## src/rtl/wb_stage.sv

```systemverilog
// Writeback stage: holds one retiring instruction, aligns load data, drives the register-file write port.
// Optional retired-instruction counter enabled by defining WB_INSTRET_EN.
module wb_stage #(
  parameter int DATA_WIDTH = 32,
  parameter int RD_WIDTH   = 5
) (
  input  logic                  clk,
  input  logic                  rst_n,
  input  logic                  valid_mem,
  output logic                  allow_in_wb,
  input  logic                  mem_we,
  input  logic [RD_WIDTH-1:0]   mem_rd,
  input  logic [1:0]            mem_wb_sel,
  input  logic [DATA_WIDTH-1:0] mem_alu_res,
  input  logic [DATA_WIDTH-1:0] mem_pc,
  input  logic [2:0]            mem_funct3,
  input  logic                  dmem_rvalid,
  input  logic [DATA_WIDTH-1:0] dmem_rdata,
  input  logic                  allow_in_regfile,
  output logic                  we,
  output logic [RD_WIDTH-1:0]   wa,
  output logic [DATA_WIDTH-1:0] wd,
  output logic                  valid_wb,
  output logic                  ready_go_wb,
  output logic [63:0]           instret
);

  typedef enum logic [1:0] {IDLE, HOLD, WAIT_LD, LD_DONE} state_t;

  state_t                state, state_nxt;
  logic                  r_we;
  logic [RD_WIDTH-1:0]   r_rd;
  logic [1:0]            r_wb_sel;
  logic [DATA_WIDTH-1:0] r_alu_res;
  logic [DATA_WIDTH-1:0] r_pc;
  logic [2:0]            r_funct3;
  logic [DATA_WIDTH-1:0] ld_buf;

  logic                  accept;
  logic                  complete;
  logic                  capture;
  logic [DATA_WIDTH-1:0] ld_word;
  logic [7:0]            ld_byte;
  logic [15:0]           ld_half;
  logic [DATA_WIDTH-1:0] ld_data;

  assign valid_wb    = (state != IDLE);
  assign allow_in_wb = !valid_wb | (ready_go_wb & allow_in_regfile);
  assign accept      = valid_mem & allow_in_wb;
  assign complete    = valid_wb & ready_go_wb & allow_in_regfile;
  // Response arrived but the register file is stalled: park the word so it is not lost.
  assign capture     = (state == WAIT_LD) & dmem_rvalid & !allow_in_regfile;

  always_comb begin
    ready_go_wb = 1'b0;
    unique case (state)
      HOLD, LD_DONE: ready_go_wb = 1'b1;
      WAIT_LD:       ready_go_wb = dmem_rvalid;
      default:       ready_go_wb = 1'b0;
    endcase
  end

  always_comb begin
    state_nxt = state;
    if (accept)
      state_nxt = (mem_wb_sel == 2'b01) ? WAIT_LD : HOLD;
    else if (complete)
      state_nxt = IDLE;
    else if (capture)
      state_nxt = LD_DONE;
  end

  always_ff @(posedge clk or negedge rst_n) begin
    if (!rst_n) begin
      state <= IDLE;
    end else begin
      state <= state_nxt;
    end
  end

  always_ff @(posedge clk or negedge rst_n) begin
    if (!rst_n) begin
      r_we      <= 1'b0;
      r_rd      <= '0;
      r_wb_sel  <= '0;
      r_alu_res <= '0;
      r_pc      <= '0;
      r_funct3  <= '0;
      ld_buf    <= '0;
    end else begin
      if (accept) begin
        r_we      <= mem_we;
        r_rd      <= mem_rd;
        r_wb_sel  <= mem_wb_sel;
        r_alu_res <= mem_alu_res;
        r_pc      <= mem_pc;
        r_funct3  <= mem_funct3;
      end
      if (capture) begin
        ld_buf <= dmem_rdata;
      end
    end
  end

  assign ld_word = (state == LD_DONE) ? ld_buf : dmem_rdata;
  assign ld_byte = 8'(ld_word >> {r_alu_res[1:0], 3'b000});
  assign ld_half = 16'(ld_word >> {r_alu_res[1], 4'b0000});

  always_comb begin
    ld_data = ld_word;
    unique case (r_funct3)
      3'b000:  ld_data = {{(DATA_WIDTH-8){ld_byte[7]}}, ld_byte};
      3'b001:  ld_data = {{(DATA_WIDTH-16){ld_half[15]}}, ld_half};
      3'b100:  ld_data = {{(DATA_WIDTH-8){1'b0}}, ld_byte};
      3'b101:  ld_data = {{(DATA_WIDTH-16){1'b0}}, ld_half};
      default: ld_data = ld_word;
    endcase
  end

  always_comb begin
    wd = r_alu_res;
    unique case (r_wb_sel)
      2'b01:   wd = ld_data;
      2'b10:   wd = r_pc + DATA_WIDTH'(4);
      default: wd = r_alu_res;
    endcase
  end

  assign wa = r_rd;
  assign we = r_we & valid_wb & (r_rd != '0);

`ifdef WB_INSTRET_EN
  always_ff @(posedge clk or negedge rst_n) begin
    if (!rst_n) begin
      instret <= '0;
    end else if (complete) begin
      instret <= instret + 64'd1;
    end
  end
`else
  assign instret = '0;
`endif

endmodule

```

## config.mk

```make
export PLATFORM = sky130hd
export DESIGN_NAME = wb_stage
export DESIGN_NICKNAME = d
export VERILOG_FILES = /design/src/rtl/wb_stage.sv
export SDC_FILE = /design/constraint.sdc
export NUM_CORES = 1
export LEC_CHECK = 0
export BUFFER_PORTS_ARGS = -buffer_cell sky130_fd_sc_hd__buf_2
export CORE_UTILIZATION = 48
export DETAILED_ROUTE_END_ITERATION = 8
export GPL_TIMING_DRIVEN = 0
export HOLD_SLACK_MARGIN = 0.15
export PLACE_DENSITY = 0.76
export SLEW_MARGIN = 5
export SYNTH_ARGS = -nofsm -noshare
export SYNTH_HDL_FRONTEND = slang
export SYNTH_SLANG_ARGS = --single-unit
export TNS_END_PERCENT = 5
```

## constraint.sdc

```tcl
create_clock -name clk -period 3.5 [get_ports clk]
set_clock_uncertainty 0.15 [all_clocks]
set_input_delay 0.7 -clock clk [delete_from_list [all_inputs] [get_ports clk]]
set_output_delay 0.7 -clock clk [all_outputs]
set_load 0.01 [all_outputs]
```

==> flow_summary_export.csv, run 1 <==
group,metric,value,unit
power,p_per_area,935,nW/um^2
sta,final-max-slew-violation-count,0,
clocking,cts-root-buf,"clkbuf_16",
synthesis,synth_edf_count,0,
floorplanning,die_h,121,um
placed_design,dp_worst_setup_slack,36.1,ps
floorplanning,pin_count,217,
grt,grt_use_total,25.2,%
worst_setup_path,cp_top_family,"buffers and inverters",
cells_and_area,area_growth,26.1,%
cells_and_area,final_area,8550,um^2
floorplanning,num_rows,43,
synthesis,synthFlopType,"dfrtp_1",
worst_setup_path,max_stage_delay,510,ps
clocking,numCtsBuffers,9,
synthesis,synth.most_common_cell,"dfrtp_1",
clocking,insertion_delay,350,ps
sta,max_freq,0.286,GHz
sta,hold_violations,0,
floorplanning,dieArea,14600,um^2
synthesis,ys_types,54,
routing,routed_wl,18500,um
clocking,cts_tree,"yes",
routing,ant_nets,0,
synthesis,synthArstFlopShare,100,%
grt,grt_pass1_wl,27600,um
worst_setup_path,cp_num_buf_inv,3,
synthesis,ys_ff_latch,109,
grt,grt_pass1_vias,5045,
synthesis,synth.area.top_cells,"dfrtp_1 (40%), mux2_2 (18%), buf_4 (7.3%), mux2i_1 (5.0%), a221o_1 (3.8%)",
placed_design,place_hpwl,14600,um
routing,drc,0,
floorplanning,start_util,49.1,%
placed_design,gp_congestion,0.929,
routing,firstDrtPassIters,5,
synthesis,syn_area,6790,um^2
synthesis,netlist_top_cells_count,"dfrtp_1 (109), mux2_2 (107), buf_4 (66)",
cells_and_area,drive_gt1_share,46.7,%
clocking,path_clk_slew,70,ps
cells_and_area,nNetsFinal,961,
worst_setup_path,worstSetupPathType,"flip-flop to output port",
clocking,cts.sinks,109,
sta,rsz0062_at_grt,"true",
placed_design,portBuffers,152,
synthesis,postSynthCellCount,615,
routing,via_count,5626,
synthesis,yosys.area.top_type,"dfrtp_1",
run_status,status,"finished, final reports clean",
synthesis,ys.warnings.count,0,
hold_path,hold_class,"input pin to asynchronous set/reset pin",
routing,drtIter0Drc,387,
cells_and_area,antenna_cells,0,
clocking,htreeDepth,3,
worst_setup_path,critPathMaxFanout,10,
worst_setup_path,crit_chain,"clkbuf_1 -> mux4_2 -> nand3b_1 -> a21oi_4 -> buf_6 -> a221o_1 -> buf_2",
routing,wl_per_cell,17.9,um
clocking,cts_buffer_depth,2,
grt,overflow,0,
grt,grt_antenna_before_repair,0,
synthesis,synth_top_area_share,40.2,%
sta,postLayoutSetupSlackWorst,6.64,ps
synthesis,yosysSeqAreaShare,40.2,%
power,irDropWorstVdd,707,uV
worst_setup_path,cp_data_arrival_time,2640,ps
sta,period_share,99.8,%
sta,finalSetupViolations,0,
worst_setup_path,start_kind,"flip-flop",
worst_setup_path,critPathCaptureType,"output port",
worst_setup_path,required,2650,ps
placed_design,post_dp_cell_area,8040,um^2
routing,vias_per_cell,5.46,
sta,relSlewSlack,45.3,%
worst_setup_path,cp_slowest_cell,"clkbuf_1",
floorplanning,core_area,13800,um^2
floorplanning,die_x,121,um
synthesis,syn_avg_cell_area,11.0,um^2
run,drv_cap,0,
power,leakage,4.07,nW
grt,grt_start_max_net_pins,58,
sta,min_period,3490,ps
sta,worst_pin_slew,813,ps
logic make-up (layout without fill, tap and decap cells):
group	Yosys count	in the layout	share of synthesized area [%]
other	1	64	0.0553
AO/OA/AOI/OAI	88	88	10.3
multiplexers	148	148	25.1
flip-flops	109	109	40.2
AND/OR/NAND/NOR	139	139	10.9
adder cells (fa/ha/maj)	3	3	0.553
XOR/XNOR	21	21	2.71
buffers and inverters	106	279	10.2
layout make-up:
class / instances / area, um^2
buffer: 102 / 709
clock buffer: 9 / 225
timing repair buffer: 157 / 825
multi-input combinational: 463 / 3700
fill: 1219 / 5270
tap: 180 / 225
inverter: 4 / 15.0
clock inverter: 7 / 114
sequential: 109 / 2740
through the flow:
step / power (mW) / hold slack, ps / instances / TNS (ps) / utilization [%]
after floorplan: 5.15 / 254 / 678 / 0 / -
after global placement: 6.50 / 332 / 1010 / 0 / 57.9
after detailed placement: 6.58 / 339 / 1011 / 0 / 58.2
after CTS: 7.80 / 167 / 1027 / 0 / 60.9
after global routing: 8.41 / 182 / 1031 / -271 / 61.9
final: 7.99 / 141 / 1031 / 0 / 61.9
layout by cell type (no fill, tap or decap), types with 14 or more instances in the layout:
cell	instances
a221o_1	26
buf_2	161
buf_4	68
clkbuf_1	18
conb_1	64
dfrtp_1	101
mux2_2	107
mux2i_1	31
nand2_1	40
nand3_1	18
o21ai_0	16
xnor2_1	14
sequential cells by signal, indices dropped and copies added (netlist names):
signal,count
ld_buf,32
r_alu_res,32
r_funct3,3
r_pc,32
r_wb_sel,2
r_we,1
state,2
wa,5
path summary, 6_finish.rpt:
path / depth (start not counted) / slack (ps) / endpoint / start
setup / recovery: 7 / 7 / wd[19] / r_alu_res[1]$_DFFE_PN0P_
hold / removal: 1 / 140 / r_pc[26]$_DFFE_PN0P_ / rst_n
setup reg to reg: 8 / 960 / r_pc[2]$_DFFE_PN0P_ / state[1]$_DFFE_PN0P_
hold reg to reg: 1 / 360 / r_alu_res[19]$_DFFE_PN0P_ / r_alu_res[19]$_DFFE_PN0P_
max in group asynchronous: 2 / 2410 / ld_buf[3]$_DFFE_PN0P_ / rst_n
min in group clk: 1 / 360 / r_alu_res[19]$_DFFE_PN0P_ / r_alu_res[19]$_DFFE_PN0P_
layer usage:
metal  track usage (%)  part of all wire [%]  vias to the layer above
li1                  -                     -                     2616
met1              34.4                    43                     2734
met2              40.8                    48                      252
met3              4.56                   7.3                       24
met4              7.48                   1.9                        0
met5                 0                     0                        -
timing repair:
action	4_1_cts	5_1_grt
cloned	0	0
endpoints found under the setup margin	19	28
pin swaps	0	2
buffers inserted	0	4
hold buffers	0	0
resized for setup	9	28
report_power, final:
part,leakage (nW),switching [mW],internal (mW)
Clock,0.169,0.471,0.697
Sequential,1.28,0.595,1.90
Combinational,2.62,2.25,2.08
Total,4.07,3.31,4.68
(Power assumes the default switching activity.)
==> inputs of run 2 (changes only) <==
- ABC_AREA: unset -> 1
- PLACE_DENSITY: 0.76 -> 0.75
==> run 2 against run 1 <==
Maximum frequency rose by 3.1%. Largest cell class unchanged. Critical path type unchanged. Register-to-register slack better by 670 ps. Final cell count rose by 46%. Setup slack improved by 110 ps. First-iteration DRC count increased by 68%. Count of clock-buffer cells in the layout grew 1. Core utilization shrank 2.4 points. Clock power fell by 14%. Largest power group unchanged. Total power increased by 3.5%. Sequential share of layout area decreased by 1.7 points.
==> flow_summary_export.csv, run 2 <==
group,metric,value,unit
grt,grt_antenna_before_repair,0,
synthesis,ys_ff_latch,109,
worst_setup_path,critPathMaxFanout,10,
synthesis,synth_edf_count,0,
synthesis,synth_top_family_by_area,"simple AND/OR/NAND/NOR gates",
routing,ant_nets,0,
cells_and_area,nNetsFinal,1426,
clocking,numCtsBuffers,9,
grt,grt_use_total,29.3,%
synthesis,yosysSeqAreaShare,36.6,%
worst_setup_path,start_kind,"flip-flop",
power,irDropWorstVdd,563,uV
synthesis,synth_top_area_share,36.6,%
grt,grt_pass1_vias,6899,
sta,hold_violations,0,
cells_and_area,layout.cells.most_common_list,"nand2_1 (412), buf_2 (164), dfrtp_1 (109), nor2_1 (83), inv_1 (74)",
synthesis,synthXorXnorAreaFrac,0,%
sta,finalSetupViolations,0,
worst_setup_path,worst_r2r_path_depth,8,
worst_setup_path,required,2650,ps
synthesis,netlist_top_cells_count,"nand2_1 (412), dfrtp_1 (109), nor2_1 (83)",
run,drv_cap,0,
synthesis,synthFlopType,"dfrtp_1",
synthesis,ys.warnings.count,0,
grt,overflow,0,
cells_and_area,area_growth,21.1,%
floorplanning,dieArea,16000,um^2
synthesis,ys_types,40,
grt,grt_pass1_wl,36100,um
worst_setup_path,regToRegSetupSlack,1630,ps
synthesis,syn_area,7440,um^2
placed_design,place_hpwl,18100,um
floorplanning,core_area,15100,um^2
sta,worst_pin_slew,565,ps
synthesis,postSynthCellCount,1083,
synthesis,synthArstFlopShare,100,%
cells_and_area,layout_commonest_cell,"nand2_1",
hold_path,worstHoldStart,"r_alu_res[19]$_DFFE_PN0P_",
cells_and_area,fillers,1510,
clocking,path_clk_slew,70,ps
clocking,cts-root-buf,"clkbuf_16",
placed_design,gp_congestion,0.999,
worst_setup_path,cp_data_arrival_time,2540,ps
clocking,htreeDepth,3,
placed_design,dp_worst_setup_slack,345,ps
routing,drc,0,
hold_path,hold_depth,2,
worst_setup_path,regToRegStartpoint,"state[1]$_DFFE_PN0P_",
synthesis,synth.area.top_cells,"dfrtp_1 (37%), nand2_1 (21%), buf_4 (6.7%), nor2_1 (4.2%), nand3_1 (4.0%)",
floorplanning,start_util,49.2,%
floorplanning,pin_count,217,
sta,period_share,96.8,%
synthesis,synth_mux_area_share,0.303,%
synthesis,synth.most_common_cell,"nand2_1",
run_status,status,"finished, final reports clean",
routing,via_count,7574,
sta,whs,334,ps
cells_and_area,largestRegisters,"ld_buf: 32 flops, r_alu_res: 32 flops, r_pc: 32 flops",
synthesis,yosys.area_share.adder,0.504,%
floorplanning,num_rows,45,
sta,max_freq,0.295,GHz
placed_design,portBuffers,152,
routing,vias_per_cell,5.04,
sta,postLayoutSetupSlackWorst,112,ps
hold_path,hold_class,"flip-flop to flip-flop",
sta,final-max-slew-violation-count,0,
worst_setup_path,rr_endpoint,"r_alu_res[2]$_DFFE_PN0P_",
synthesis,synthSimpleGateAreaFrac,37.0,%
hold_path,holdPathEnd,"r_alu_res[19]$_DFFE_PN0P_",
synthesis,syn_avg_cell_area,6.87,um^2
routing,routed_wl,23000,um
clocking,cts_buffer_depth,2,
power,p_per_area,918,nW/um^2
routing,drtIter0Drc,650,
sta,rsz0062_at_grt,"false",
synthesis,yosys.area.top_type,"dfrtp_1",
sta,tns,0,ps
clocking,cts_tree,"yes",
sta,min_period,3390,ps
synthesis,synth_compound_area_share,10.6,%
routing,wl_per_cell,15.3,um
cells_and_area,antenna_cells,0,
worst_setup_path,critPathCaptureType,"output port",
sta,relSlewSlack,62.3,%
routing,firstDrtPassIters,6,
clocking,insertion_delay,360,ps
power,leakage,4.99,nW
grt,grt_start_max_net_pins,70,
worst_setup_path,worstSetupPathType,"flip-flop to output port",
floorplanning,die_h,127,um
cells_and_area,drive_gt1_share,25.8,%
power,total_power,8.28,mW
clocking,cts.sinks,109,
floorplanning,die_x,127,um
run 2: cell count changes after synthesis, sizes merged, moves of 34 or more:
cell / previous run / this run
mux2: 107 / 2
nand3: 20 / 78
nand2: 41 / 426
nor2: 13 / 92
inv: 3 / 81
o21ai: 16 / 83
a21oi: 12 / 48
mux2i: 34 / 0
run 2: through the flow:
stage,utilization (%),std cells,area (um^2)
3_3_place_gp,57.3,1486,8680
5_1_grt,59.5,1504,9010
3_5_place_dp,57.5,1487,8710
6_report,59.5,1504,9010
4_1_cts,59.5,1504,9010
2_1_floorplan,-,1146,7680
run 2: final cells by class:
cell class                      count  area (um^2)  area share [%]
Inverter                           81          307            3.40
Multi-Input combinational cell    843         3840            42.6
Timing Repair Buffer              154          805            8.93
Tap cell                          188          235            2.61
Sequential cell                   109         2730            30.3
Buffer                            113          810            8.98
Clock buffer                       10          239            2.65
Clock inverter                      6         46.3           0.514
run 2: what timing repair did:
item,4_1_cts,5_1_grt
hold buffers,1,0
endpoints found under the hold margin,40,0
setup endpoints to repair,3,5
setup buffers,0,0
resized for setup,2,3
cloned,0,0
run 2: critical path, stage by stage, from the launching register on:
cell and delay [ps]:
dfrtp_1 380, inv_1 80, ha_1 170, clkbuf_1 450, clkbuf_1 470, nand3_1 180, nand2_1 160, nand2_1 80
nand2_1 70, buf_2 130
run 2: worst max path at each step:
stage / from / endpoint / slack (ps) / cells after the start
global placement: rst_n / state[0]$_DFFE_PN0P_ / 270 / 1
detailed placement: r_wb_sel[0]$_DFFE_PN0P_ / wd[5] / 340 / 9
CTS: r_wb_sel[0]$_DFFE_PN0P_ / wd[14] / 100 / 8
floorplan: r_wb_sel[0]$_DFFE_PN0P_ / wd[15] / 970 / 8
global route: r_wb_sel[0]$_DFFE_PN0P_ / wd[13] / 20 / 8
finish: r_wb_sel[0]$_DFFE_PN0P_ / wd[24] / 110 / 9
run 2: cells by family (layout without fill, tap and decap cells):
logic type               Yosys count  after routing
flip-flops                       109            109
buffers and inverters            194            364
multiplexers                       2              2
other                              1             64
AO/OA/AOI/OAI                    141            141
AND/OR/NAND/NOR                  633            633
adder cells (fa/ha/maj)            3              3
run 2: power by group:
group	internal, mW	leakage [nW]	switching (mW)
registers	1.87	1.31	0.486
clock network	0.510	0.141	0.502
logic	1.71	3.53	3.20
total	4.08	4.99	4.19
run 2: per-layer routing:
| layer | wire length, um | share of wire, % | global-route usage [%] |
|---|---|---|---|
| met5 | 0 | 0 | 0 |
| met4 | 320 | 1.4 | 7.87 |
| met3 | 1670 | 7.3 | 5.10 |
| met2 | 10300 | 45 | 45.9 |
| met1 | 10700 | 46 | 41.7 |
==> inputs of run 3 (changes only) <==
- CAP_MARGIN: unset -> 30
- CORE_UTILIZATION: 48 -> 45
- PLACE_DENSITY: 0.75 -> 0.71
- RECOVER_POWER: unset -> 50
==> run 3 against run 2 <==
Core utilization down 3.1 points. Sequential cell count unchanged. Final cell count up 1.9%. Global-route usage down 1.2 points. First-iteration DRC count down 13%. Routed wire length up 1.1%. Die area up 6.6%. Critical path depth down 2. Largest power group unchanged.
==> flow_summary_export.csv, run 3 (synthesis results as in run 2) <==
group,metric,value,unit
run_status,status,"finished, final reports clean",
clocking,cts-root-buf,"clkbuf_16",
power,internal_power,4.13,mW
clocking,cts_tree,"yes",
routing,vias_per_cell,4.90,
hold_path,worstHoldStart,"r_alu_res[19]$_DFFE_PN0P_",
worst_setup_path,start_kind,"flip-flop",
sta,rsz0062_at_grt,"true",
grt,top_usage_layer,"met2",
clocking,htreeDepth,3,
sta,whs,336,ps
routing,firstDrtPassIters,5,
power,power.sequential.fraction,28.4,%
cells_and_area,largestRegisters,"ld_buf: 32 flops, r_alu_res: 32 flops, r_pc: 32 flops",
sta,postLayoutSetupSlackWorst,43.7,ps
placed_design,dp_worst_setup_slack,318,ps
grt,grt_use_total,28.1,%
clocking,numCtsBuffers,9,
power,irDropWorstVdd,516,uV
power,p_clk_share,13.1,%
floorplanning,pin_count,217,
power,leakage,4.95,nW
placed_design,gp_congestion,0.961,
grt,grt_antenna_before_repair,0,
worst_setup_path,critPathMaxFanout,10,
grt,grt_util_met1,40.0,%
cells_and_area,utilization,56.4,%
routing,drtIter0Drc,567,
cells_and_area,layout.cells.most_common_list,"nand2_1 (415), buf_2 (156), dfrtp_1 (109), nor2_1 (84), inv_1 (75)",
cells_and_area,antenna_cells,0,
grt,met3_usage,4.80,%
floorplanning,core_area,16000,um^2
worst_setup_path,regToRegSetupSlack,900,ps
worst_setup_path,worst_r2r_path_depth,11,
sta,period_share,98.8,%
routing,drc,0,
sta,hold_violations,0,
floorplanning,dieArea,17100,um^2
clocking,insertion_delay,360,ps
grt,grt_start_max_net_pins,61,
placed_design,placed_cells,1515,
cells_and_area,layout_commonest_cell,"nand2_1",
sta,relSlewSlack,15.2,%
power,swShare,50.3,%
hold_path,holdPathEnd,"r_alu_res[19]$_DFFE_PN0P_",
grt,grt_pass1_wl,35800,um
sta,final-max-slew-violation-count,0,
power,combPwrFrac,58.5,%
sta,finalSetupViolations,0,
floorplanning,num_rows,46,
power,p_switching,4.18,mW
clocking,cts_buffer_depth,2,
placed_design,place_hpwl,18200,um
floorplanning,start_util,46.5,%
power,p_per_area,922,nW/um^2
worst_setup_path,regToRegStartpoint,"state[1]$_DFFE_PN0P_",
grt,grtUsageMet2,42.8,%
worst_setup_path,rr_endpoint,"r_pc[7]$_DFFE_PN0P_",
floorplanning,die_h,131,um
routing,via_count,7514,
worst_setup_path,required,2650,ps
grt,grt_pass1_vias,6753,
cells_and_area,nNetsFinal,1426,
cells_and_area,final_cells,1532,
floorplanning,die_x,131,um
grt,overflow,0,
routing,ant_nets,0,
worst_setup_path,worstSetupPathType,"flip-flop to output port",
sta,min_period,3460,ps
worst_setup_path,critPathCaptureType,"output port",
sta,worst_pin_slew,1270,ps
cells_and_area,area_growth,21.1,%
hold_path,hold_depth,2,
routing,wl_per_cell,15.2,um
cells_and_area,drive_gt1_share,24.7,%
clocking,postCtsSetupBuffers,0,
clocking,path_clk_slew,80,ps
worst_setup_path,cp_data_arrival_time,2610,ps
routing,routed_wl,23300,um
hold_path,hold_class,"flip-flop to flip-flop",
placed_design,portBuffers,152,
run,drv_cap,0,
sta,max_freq,0.289,GHz
clocking,cts.sinks,109,
[run 3: final cells by class]
cell class                      instances  area (um^2)
Fill cell                            1619         6980
Multi-Input combinational cell        843         3830
Sequential cell                       109         2730
Buffer                                113          805
Timing Repair Buffer                  154          772
Inverter                               81          305
Tap cell                              216          270
Clock buffer                           10          239
Clock inverter                          6         71.3
[run 3: per-layer routing]
layer,vias up,share of wire [%],wire [um]
li1,3737,-,-
met1,3377,46,10700
met2,364,44,10200
met3,36,7.9,1830
met4,0,2.3,532
met5,-,0,0
[run 3: power groups by stage]
| stage | Sequential [mW] | Combinational [mW] | Clock, mW |
|---|---|---|---|
| final | 2.36 | 4.87 | 1.09 |
| after global routing | 2.42 | 5.35 | 1.14 |
| after CTS | 2.34 | 4.85 | 1.10 |
| after detailed placement | 2.35 | 4.82 | 0 |
| after global placement | 2.35 | 4.77 | 0 |
| after floorplan | 2.22 | 3.24 | 0 |
[run 3: critical path, cell delays in order (launching register included)]
cell and delay (ps):
dfrtp_1 380, inv_1 70, ha_1 160, clkbuf_1 460, clkbuf_1 480, nand3_1 190, a31oi_1 300, buf_2 190
[run 3: worst max-delay path by stage]
| stage | depth (start not counted) | slack [ps] | startpoint | endpoint |
|---|---|---|---|---|
| 2_1_floorplan | 8 | 970 | r_wb_sel[0]$_DFFE_PN0P_ | wd[15] |
| 3_3_place_gp | 1 | 240 | rst_n | r_pc[26]$_DFFE_PN0P_ |
| 3_5_place_dp | 9 | 320 | r_wb_sel[0]$_DFFE_PN0P_ | wd[5] |
| 4_1_cts | 7 | 60 | r_wb_sel[0]$_DFFE_PN0P_ | wd[14] |
| 5_1_grt | 7 | -30 | r_wb_sel[0]$_DFFE_PN0P_ | wd[14] |
| 6_report | 7 | 40 | r_wb_sel[0]$_DFFE_PN0P_ | wd[14] |
[run 3: timing repair]
item                       4_1_cts  5_1_grt
pin swaps                        0        0
gates cloned                     0        0
hold endpoints to repair         3        0
setup endpoints to repair        4        5
hold buffers                     1        0
resized for setup                1        4
[run 3: per-stage QoR]
step,total power [mW],TNS [ps],area (um^2)
CTS,8.29,0,9070
floorplan,5.46,0,7680
finish,8.31,0,9020
detailed placement,7.18,0,8750
global placement,7.12,0,8710
global route,8.91,-42.1,9020
